**src/rtl/servant_uart_pkg.sv**
```systemverilog
`default_nettype none
// ============================================================================
// servant_uart_pkg : shared types and constants for the UART TX arbiter
// Revision: 1.0
// ============================================================================
package servant_uart_pkg;

  localparam int UART_DATA_BITS  = 8;
  localparam int UART_FRAME_BITS = 10;

  typedef enum logic [1:0] {
    ST_PASS  = 2'd0,
    ST_START = 2'd1,
    ST_DATA  = 2'd2,
    ST_STOP  = 2'd3
  } uart_arb_state_t;

endpackage
`default_nettype wire

```
**src/rtl/servant_uart_baud.sv**
```systemverilog
`default_nettype none
// ============================================================================
// servant_uart_baud : free-running bit-time counter with clear and tick output
// Revision: 1.0
// ============================================================================
module servant_uart_baud #(
  parameter int BAUD_DIV = 139
) (
  input  logic wb_clk,
  input  logic wb_rst_n,
  input  logic i_clear,
  output logic o_tick
);

  localparam int            c_CW   = (BAUD_DIV > 1) ? $clog2(BAUD_DIV) : 1;
  localparam logic [c_CW-1:0] c_LAST = c_CW'(BAUD_DIV - 1);

  logic [c_CW-1:0] r_cnt;

  always_ff @(posedge wb_clk or negedge wb_rst_n) begin
    if (!wb_rst_n) begin
      r_cnt <= '0;
    end else if (i_clear || (r_cnt == c_LAST)) begin
      r_cnt <= '0;
    end else begin
      r_cnt <= r_cnt + 1'b1;
    end
  end

  assign o_tick = !i_clear && (r_cnt == c_LAST);

endmodule
`default_nettype wire

```
**src/rtl/servant_uart_tx_arb.sv**
```systemverilog
`default_nettype none
// ============================================================================
// servant_uart_tx_arb : shares the UART TX pin between SoC GPIO and a HW byte
// Revision: 1.0
// ============================================================================
module servant_uart_tx_arb
  import servant_uart_pkg::*;
#(
  parameter int BAUD_DIV  = 139,
  parameter int IDLE_BITS = 12
) (
  input  logic       wb_clk,
  input  logic       wb_rst_n,
  input  logic       i_q,
  input  logic [7:0] i_data,
  input  logic       i_valid,
  output logic       o_ready,
  output logic       o_tx,
  output logic       o_owner,
  output logic       o_collision
);

  localparam int               c_IW       = $clog2(IDLE_BITS + 1);
  localparam logic [c_IW-1:0]  c_IDLE_MAX = c_IW'(IDLE_BITS);
  localparam logic [2:0]       c_BIT_LAST = 3'(UART_DATA_BITS - 1);

  uart_arb_state_t r_state, w_state_next;
  logic [7:0]      r_shift, w_shift_next;
  logic [2:0]      r_bit, w_bit_next;
  logic [c_IW-1:0] r_idle;
  logic            r_q_prev;
  logic            r_tx;
  logic            r_coll;
  logic            w_tx_d;
  logic            w_accept;
  logic            w_baud_clr;
  logic            w_tick;

  assign w_accept = (r_state == ST_PASS) && i_valid && i_q && (r_idle == c_IDLE_MAX);

  // During a frame the baud counter times the frame, so SoC activity must not disturb it
  assign w_baud_clr = ((r_state == ST_PASS) && !i_q) || w_accept;

  servant_uart_baud #(
    .BAUD_DIV (BAUD_DIV)
  ) u_baud (
    .wb_clk   (wb_clk),
    .wb_rst_n (wb_rst_n),
    .i_clear  (w_baud_clr),
    .o_tick   (w_tick)
  );

  always_ff @(posedge wb_clk or negedge wb_rst_n) begin
    if (!wb_rst_n) begin
      r_state  <= ST_PASS;
      r_shift  <= '0;
      r_bit    <= '0;
      r_idle   <= '0;
      r_q_prev <= 1'b1;
      r_tx     <= 1'b1;
      r_coll   <= 1'b0;
    end else begin
      r_state  <= w_state_next;
      r_shift  <= w_shift_next;
      r_bit    <= w_bit_next;
      r_q_prev <= i_q;
      r_tx     <= w_tx_d;
      r_coll   <= r_q_prev && !i_q && (r_state != ST_PASS);
      if (!i_q) begin
        r_idle <= '0;
      end else if (w_tick && (r_idle != c_IDLE_MAX)) begin
        r_idle <= r_idle + 1'b1;
      end
    end
  end

  always_comb begin
    w_state_next = r_state;
    w_shift_next = r_shift;
    w_bit_next   = r_bit;
    case (r_state)
      ST_PASS: begin
        if (w_accept) begin
          w_state_next = ST_START;
          w_shift_next = i_data;
          w_bit_next   = '0;
        end
      end
      ST_START: begin
        if (w_tick) w_state_next = ST_DATA;
      end
      ST_DATA: begin
        if (w_tick) begin
          if (r_bit == c_BIT_LAST) begin
            w_state_next = ST_STOP;
          end else begin
            w_bit_next   = r_bit + 1'b1;
            w_shift_next = {1'b0, r_shift[7:1]};
          end
        end
      end
      ST_STOP: begin
        if (w_tick) w_state_next = ST_PASS;
      end
      default: w_state_next = ST_PASS;
    endcase
  end

  // Line level is registered from the next state so frame bits appear the cycle after each transition
  always_comb begin
    w_tx_d = 1'b1;
    case (w_state_next)
      ST_PASS:  w_tx_d = i_q;
      ST_START: w_tx_d = 1'b0;
      ST_DATA:  w_tx_d = w_shift_next[0];
      ST_STOP:  w_tx_d = 1'b1;
      default:  w_tx_d = 1'b1;
    endcase
  end

  assign o_ready     = w_accept;
  assign o_tx        = r_tx;
  assign o_owner     = (r_state != ST_PASS);
  assign o_collision = r_coll;

endmodule
`default_nettype wire

```
**config.mk**
```make
export PLATFORM = sky130hd
export DESIGN_NAME = servant_uart_tx_arb
export DESIGN_NICKNAME = d
export VERILOG_FILES = /design/src/rtl/servant_uart_pkg.sv /design/src/rtl/servant_uart_baud.sv /design/src/rtl/servant_uart_tx_arb.sv
export SDC_FILE = /design/constraint.sdc
export NUM_CORES = 1
export LEC_CHECK = 0
export BUFFER_PORTS_ARGS = -buffer_cell sky130_fd_sc_hd__buf_2
export CORE_ASPECT_RATIO = 1.75
export CORE_UTILIZATION = 35
export CTS_CLUSTER_DIAMETER = 30
export DETAILED_ROUTE_END_ITERATION = 7
export GPL_TIMING_DRIVEN = 0
export PLACE_DENSITY = 0.5
export SYNTH_ARGS = -nofsm -noshare
export SYNTH_HDL_FRONTEND = slang
export SYNTH_SLANG_ARGS = --single-unit
```
**constraint.sdc**
```tcl
create_clock -name wb_clk -period 4.8 [get_ports wb_clk]
set_input_delay 0.96 -clock wb_clk [delete_from_list [all_inputs] [get_ports wb_clk]]
set_output_delay 0.96 -clock wb_clk [all_outputs]
set_load 0.05 [all_outputs]
```
==> results of run 1 <==
-- power by group --
part | leakage, nW | switching, mW | internal, mW
logic | 0.445 | 0.0145 | 0.00889
clock network | 0.0288 | 0.0721 | 0.0734
registers | 0.357 | 0.00453 | 0.241
total | 0.831 | 0.0912 | 0.324
-- per-stage QoR --
stage	hold WS, ps	worst slack [ps]
2_1_floorplan	449	2000
3_5_place_dp	475	1650
5_1_grt	513	1520
3_3_place_gp	460	1670
4_1_cts	498	1630
6_report	492	1680
-- how the worst max path moves through the flow --
stage	endpoint	slack, ps	start	depth (start not counted)
global placement	o_ready	1670	i_q	5
global route	o_ready	1520	i_q	5
detailed placement	o_ready	1650	i_q	5
finish	o_ready	1680	i_q	5
CTS	o_ready	1630	i_q	5
floorplan	o_ready	2000	i_q	3
-- final cells by class --
cell class	count	area share, %
sequential	28	42.7
multi-input combinational	96	41.9
timing repair buffer	15	4.56
tap	48	3.64
clock buffer	4	3.34
buffer	6	2.51
inverter	6	1.37
-- worst max-delay path: stages --
cell,delay (ps)
buf_2,90
clkbuf_1,280
nand2_1,140
nor3_4,350
buf_2,340
-- cell usage in the layout (no fill, tap or decap), types with 2 or more instances in the layout --
cell       n
o21ai_0    2
clkbuf_8   4
nand2_1    6
buf_6      2
and3_1     5
inv_1      6
o32ai_1    2
buf_2     18
mux2i_1    4
nand3_1   10
xor2_1     5
xnor2_1    5
dfrtp_1   26
and2_1     3
a21oi_1    2
o21a_1     2
ha_1       6
a21o_1     6
a22o_1     7
dfstp_2    2
nand4_1    2
nor2b_1    3
nor2_1    12
-- state kept, by name, indices dropped and copies added, names as in the netlist --
name and cells:
r_shift 8, o_tx 1, r_state 2, r_q_prev 1, u_baud.r_cnt 8, r_bit 3, o_collision 1, r_idle 4
-- metal layers --
layer / vias up / wire length, um
met3: 9 / 62
met1: 526 / 1220
li1: 520 / -
met5: - / 0
met4: 0 / 89
met2: 24 / 1460
-- cells by family after synthesis --
logic type | after synthesis | synth area share (%)
and+or+nand+nor | 48 | 18.6
DFF | 28 | 48.2
AOI/OAI and AO/OA | 27 | 14.1
buffers and inverters | 12 | 4.38
xor gates and xnor gates | 10 | 6.01
adders and majority gates | 6 | 5.15
muxes | 5 | 3.52
==> metrics, run 1 <==
DIE WIDTH 50.8 um; register area 703 sq um; WL final 2830 um; Hold Path Class reg -> reg; Most Used Layer, Global Route met2; Multi-input gate area 691 sq um; first-pass GRT wire length 4990 um; Post-Syn Area 0.00146 sq mm; met1 Resource Use GR 17.4%; Syn Nets 154; CP Class in -> out; met3 Use GR 2.27%; Max-Cap Viols 0; EDFF count, synth 0; Syn Inst Count 136; # diodes 0; Data arrival, critical path 2160 ps; Total GRT Usage 14.9%; Final TNS setup 0 ps; kind of start point of the critical path primary input; Worst Skew 2.89 ps; vias in the first global route 1077; dpl cells 199; fin crit share 65.0%; min Tclk post-route 3120 ps; Tot Pwr 0.415 mW; Clk Latency, worst-skew pair 270 ps; critical path fanouts, max 10; ANT nets after route 0; initial antenna violation count 0; slew margin rel. 57.8%; GPL Wtd Cong 0.774; WL/cell 14.0 um; Synth-to-Final Area Change 13.0%; part of the Yosys area used for sequential elements 48.2%; Nets 174; core area 0.00394 sq mm; average size of a mapped cell 10.7 sq um; Synth top area share 44.6%; vias per inst 5.32; Slew Limit Fails 0; Starting Density 37.0%; M2 GR Usage 25.6%; # DRC 0; H-Tree Depth 1; CTS tree built; count of cell types in the netlist 37; setup bufs post-CTS 0; setup repair after global routing missed its margin no; Leak 0.831 nW; Post-synth top flop dfrtp_1; VDD IR-drop max 0.153 mV; status complete, no violations; Rows 30; Worst Setup End Kind output port; Hold EP r_shift[2]; count leader, synth dfrtp_1; DR pass1 iterations 5; Hold-fix buffers, CTS 0; GR Overflow Total 0; Die ar. 0.00444 sq mm; Port Buf Inserts 15; Reg clk slew, reported paths 90 ps; Power Dens Cells 252 mW/mm^2; DP HPWL 2130 um; post-cts repair resize count 0; TritonCTS buffer count 3; Fin. Hold Viols 0; Final Instance Area 0.00165 sq mm; r2r endpoint r_bit[2]; R2R cell count 7; layout cell share with drive strength beyond 1 18.7%; Synth area leaders dfrtp_1 (45%), ha_1 (5.2%), a22o_1 (4.2%), dfstp_2 (3.6%), nand3_1 (3.4%); slew of the pin with the lowest slew margin 633 ps; post-synth top area cell dfrtp_1; Hold Path Depth 1; Ys Warns 0; Finished Core Util 41.8%; Hold Crit Start r_shift[2]; CTS root buffer clkbuf_8; largest net degree at the start of global routing 29; vias after detailed routing 1079; 1st-iter DRT viols 17; ys async rst share 100%; non-filler instance count after layout 203; reg-to-reg slack, setup 2710 ps; synthesis-stage register bit count 28; # setup viols final 0; Synth top cells by count dfrtp_1 (26), nor2_1 (12), nand3_1 (10); CTS sink cnt 28; I/O Pins 16; Clock Tree Buf Depth 2; f_max 321 MHz; fill count 403; Die Ht 87.4 um; CP required 3840 ps; worst r2r src r_bit[0]; placed inst area 0.00159 sq mm
(Power assumes the default switching activity.)
==> inputs of run 2 (changes only) <==
Settings changed: ABC_AREA from default to 1.
Clock period 4.8 ns to 3 ns, I/O delays scaled along.
==> metrics, run 2 <==
slowest library cell on the worst path dfrtp_1; Total GRT Usage 13.8% (-1.1 points); # DRC 0 (unchanged); H-Tree Depth 1 (unchanged); Fin. Hold Viols 0 (unchanged); Port Buf Inserts 15 (unchanged); Top Family by Delay on Critical Path simple AND/OR/NAND/NOR gates; Post-synth top flop dfrtp_1; Clock Tree Buf Depth 2 (unchanged); count of cell types in the netlist 28 (-24%); CP max stage delay 410 ps (+60 ps); Synth area leaders dfrtp_1 (43%), nand2_1 (7.8%), inv_1 (6.5%), ha_1 (5.0%), nand3_1 (4.3%); slew of the pin with the lowest slew margin 636 ps (+2.78 ps); vias in the first global route 1124 (+4.4%); ANT nets after route 0 (unchanged); VDD IR-drop max 0.196 mV (+28%); most frequent cells in the layout nand2_1 (31), inv_1 (26), dfrtp_1 (26); post-cts repair resize count 0 (unchanged); slew margin rel. 57.6% (-0.19 points); part of the Yosys area used for sequential elements 46.8% (-1.4 points); Final Instance Area 0.00169 sq mm (+2.7%); CP Class reg -> out; 1st-iter DRT viols 13 (-4); CTS sink cnt 28 (unchanged); register area 703 sq um (unchanged); Max-Cap Viols 0 (unchanged); DP HPWL 2180 um (+2.0%); Leak 0.843 nW (+1.4%); setup repair after global routing missed its margin no; min Tclk post-route 2350 ps; Synth top cells by count nand2_1 (31), dfrtp_1 (26), inv_1 (26); Ys Warns 0 (unchanged); kind of start point of the critical path flip-flop; hold_ws 341 ps (-151 ps); DIE WIDTH 51.5 um (+1.4%); WL final 2750 um (-3.0%); origin of the worst setup path r_idle[0]; largest net degree at the start of global routing 29 (unchanged); buffer and inverter count on the worst path 2 (-1); post-synth top area cell dfrtp_1; Worst Skew 2.83 ps (-0.0606 ps); Synth top area share 43.3% (-1.3 points); vias per inst 4.72 (-11%); CTS root buffer clkbuf_8; Worst Setup End Kind output port; Syn Inst Count 170 (+25%); I/O Pins 16 (unchanged); crit path cell chain inv_1 -> ha_1 -> nand3_1 -> nor2_8 -> buf_2; Largest regs r_shift (8), u_baud.r_cnt (8), r_idle (4); GR Overflow Total 0 (unchanged); TritonCTS buffer count 3 (unchanged); Rows 31 (+3.3%); Multi-input gate area 678 sq um (-1.8%); synthesis-stage register bit count 28 (unchanged); Data arrival, critical path 1750 ps (-410 ps); Synth-to-Final Area Change 12.7%; Die ar. 0.00457 sq mm (+2.9%); leading cell type in the layout, fill and taps excluded nand2_1; status complete, no violations; Slew Limit Fails 0 (unchanged); Hold-fix buffers, CTS 0 (unchanged); Post-Syn Area 0.00150 sq mm (+3.0%); # diodes 0 (unchanged); Finished Core Util 41.2% (-0.63 points); Nets 208 (+20%); core area 0.00411 sq mm (+4.3%); fill count 410 (+1.7%); EDFF count, synth 0 (unchanged); layout cell share with drive strength beyond 1 21.2% (+2.5 points); CP required 2400 ps (-1440 ps); WL/cell 11.6 um (-17%); average size of a mapped cell 8.83 sq um (-18%); setup bufs post-CTS 0 (unchanged); ys async rst share 100% (unchanged); Reg clk slew, reported paths 90 ps (about the same); worst r2r src r_idle[0]; initial antenna violation count 0 (unchanged); placed inst area 0.00164 sq mm (+2.8%); f_max 425 MHz; Die Ht 88.6 um (+1.5%); DR pass1 iterations 4 (-1); Final TNS setup 0 ps (unchanged); count leader, synth nand2_1; # setup viols final 0 (unchanged); Starting Density 36.5% (-0.47 points); vias after detailed routing 1124 (+4.2%); critical path fanouts, max 10 (unchanged); CTS tree built; GPL Wtd Cong 0.806 (+4.2%); Power Dens Cells 394 mW/mm^2 (+56%); Tot Pwr 0.667 mW (+61%); first-pass GRT wire length 4700 um (-5.8%); Hold Path Class in -> async; Clk Latency, worst-skew pair 270 ps (about the same); fin crit share 78.4%; Syn Nets 188 (+22%)
==> run 2: cell types whose count changed after synthesis, sizes merged, moves of 4 or more <==
cell and change:
o21ai +6, o221ai +6, inv +22, nand2 +31, buf -4, a21o -6
xor2 -5, nor2 +9, mux2i -4, nand3 +4, xnor2 -4, a22o -7
==> run 2: layer usage <==
layer	global-route usage [%]	part of all wire, %	vias to the layer above	wire length, um
met3	1.55	2.3	4	64
li1	-	-	588	-
met4	5.90	1.6	0	43
met1	13.9	39	517	1070
met5	0	0	-	0
met2	27.3	57	15	1570
==> run 2: cells by family (layout without fill, tap and decap cells) <==
kind of cell               count (synthesis)  in the layout  synth area share (%)
adders and majority gates                  6              6                  5.00
buffers and inverters                     30             49                  8.00
xor gates and xnor gates                   1              1                 0.583
AOI/OAI and AO/OA                         19             19                  8.25
and+or+nand+nor                           86             86                  31.3
DFF                                       28             28                  46.8
==> run 2: path summary, 6_finish.rpt <==
| path | to | slack, ps | depth (start not counted) |
|---|---|---|---|
| worst max-delay path | o_ready | 650 | 5 |
| worst min register to register | o_collision | 480 | 2 |
| max in group asynchronous | r_idle[2] | 2250 | 1 |
| worst min-delay path | r_bit[0] | 340 | 1 |
| min in group wb_clk | o_collision | 480 | 2 |
| worst max register to register | r_shift[6] | 1130 | 9 |
==> run 2: through the flow <==
stage,instances,setup slack [ps]
floorplan,170,1240
CTS,238,631
global placement,234,906
global route,238,552
detailed placement,234,876
finish,238,648
==> run 2: power by group <==
group / switching [mW] / internal, mW
Clock: 0.110 / 0.117
Combinational: 0.0308 / 0.0165
Sequential: 0.00587 / 0.386
Total: 0.147 / 0.520
==> run 2: layout make-up <==
class	count	share of cell area, %
Sequential cell	28	41.5
Multi-Input combinational cell	112	40.1
Inverter	29	6.43
Timing Repair Buffer	15	4.43
Tap cell	49	3.62
Clock buffer	4	3.25
Buffer	1	0.665
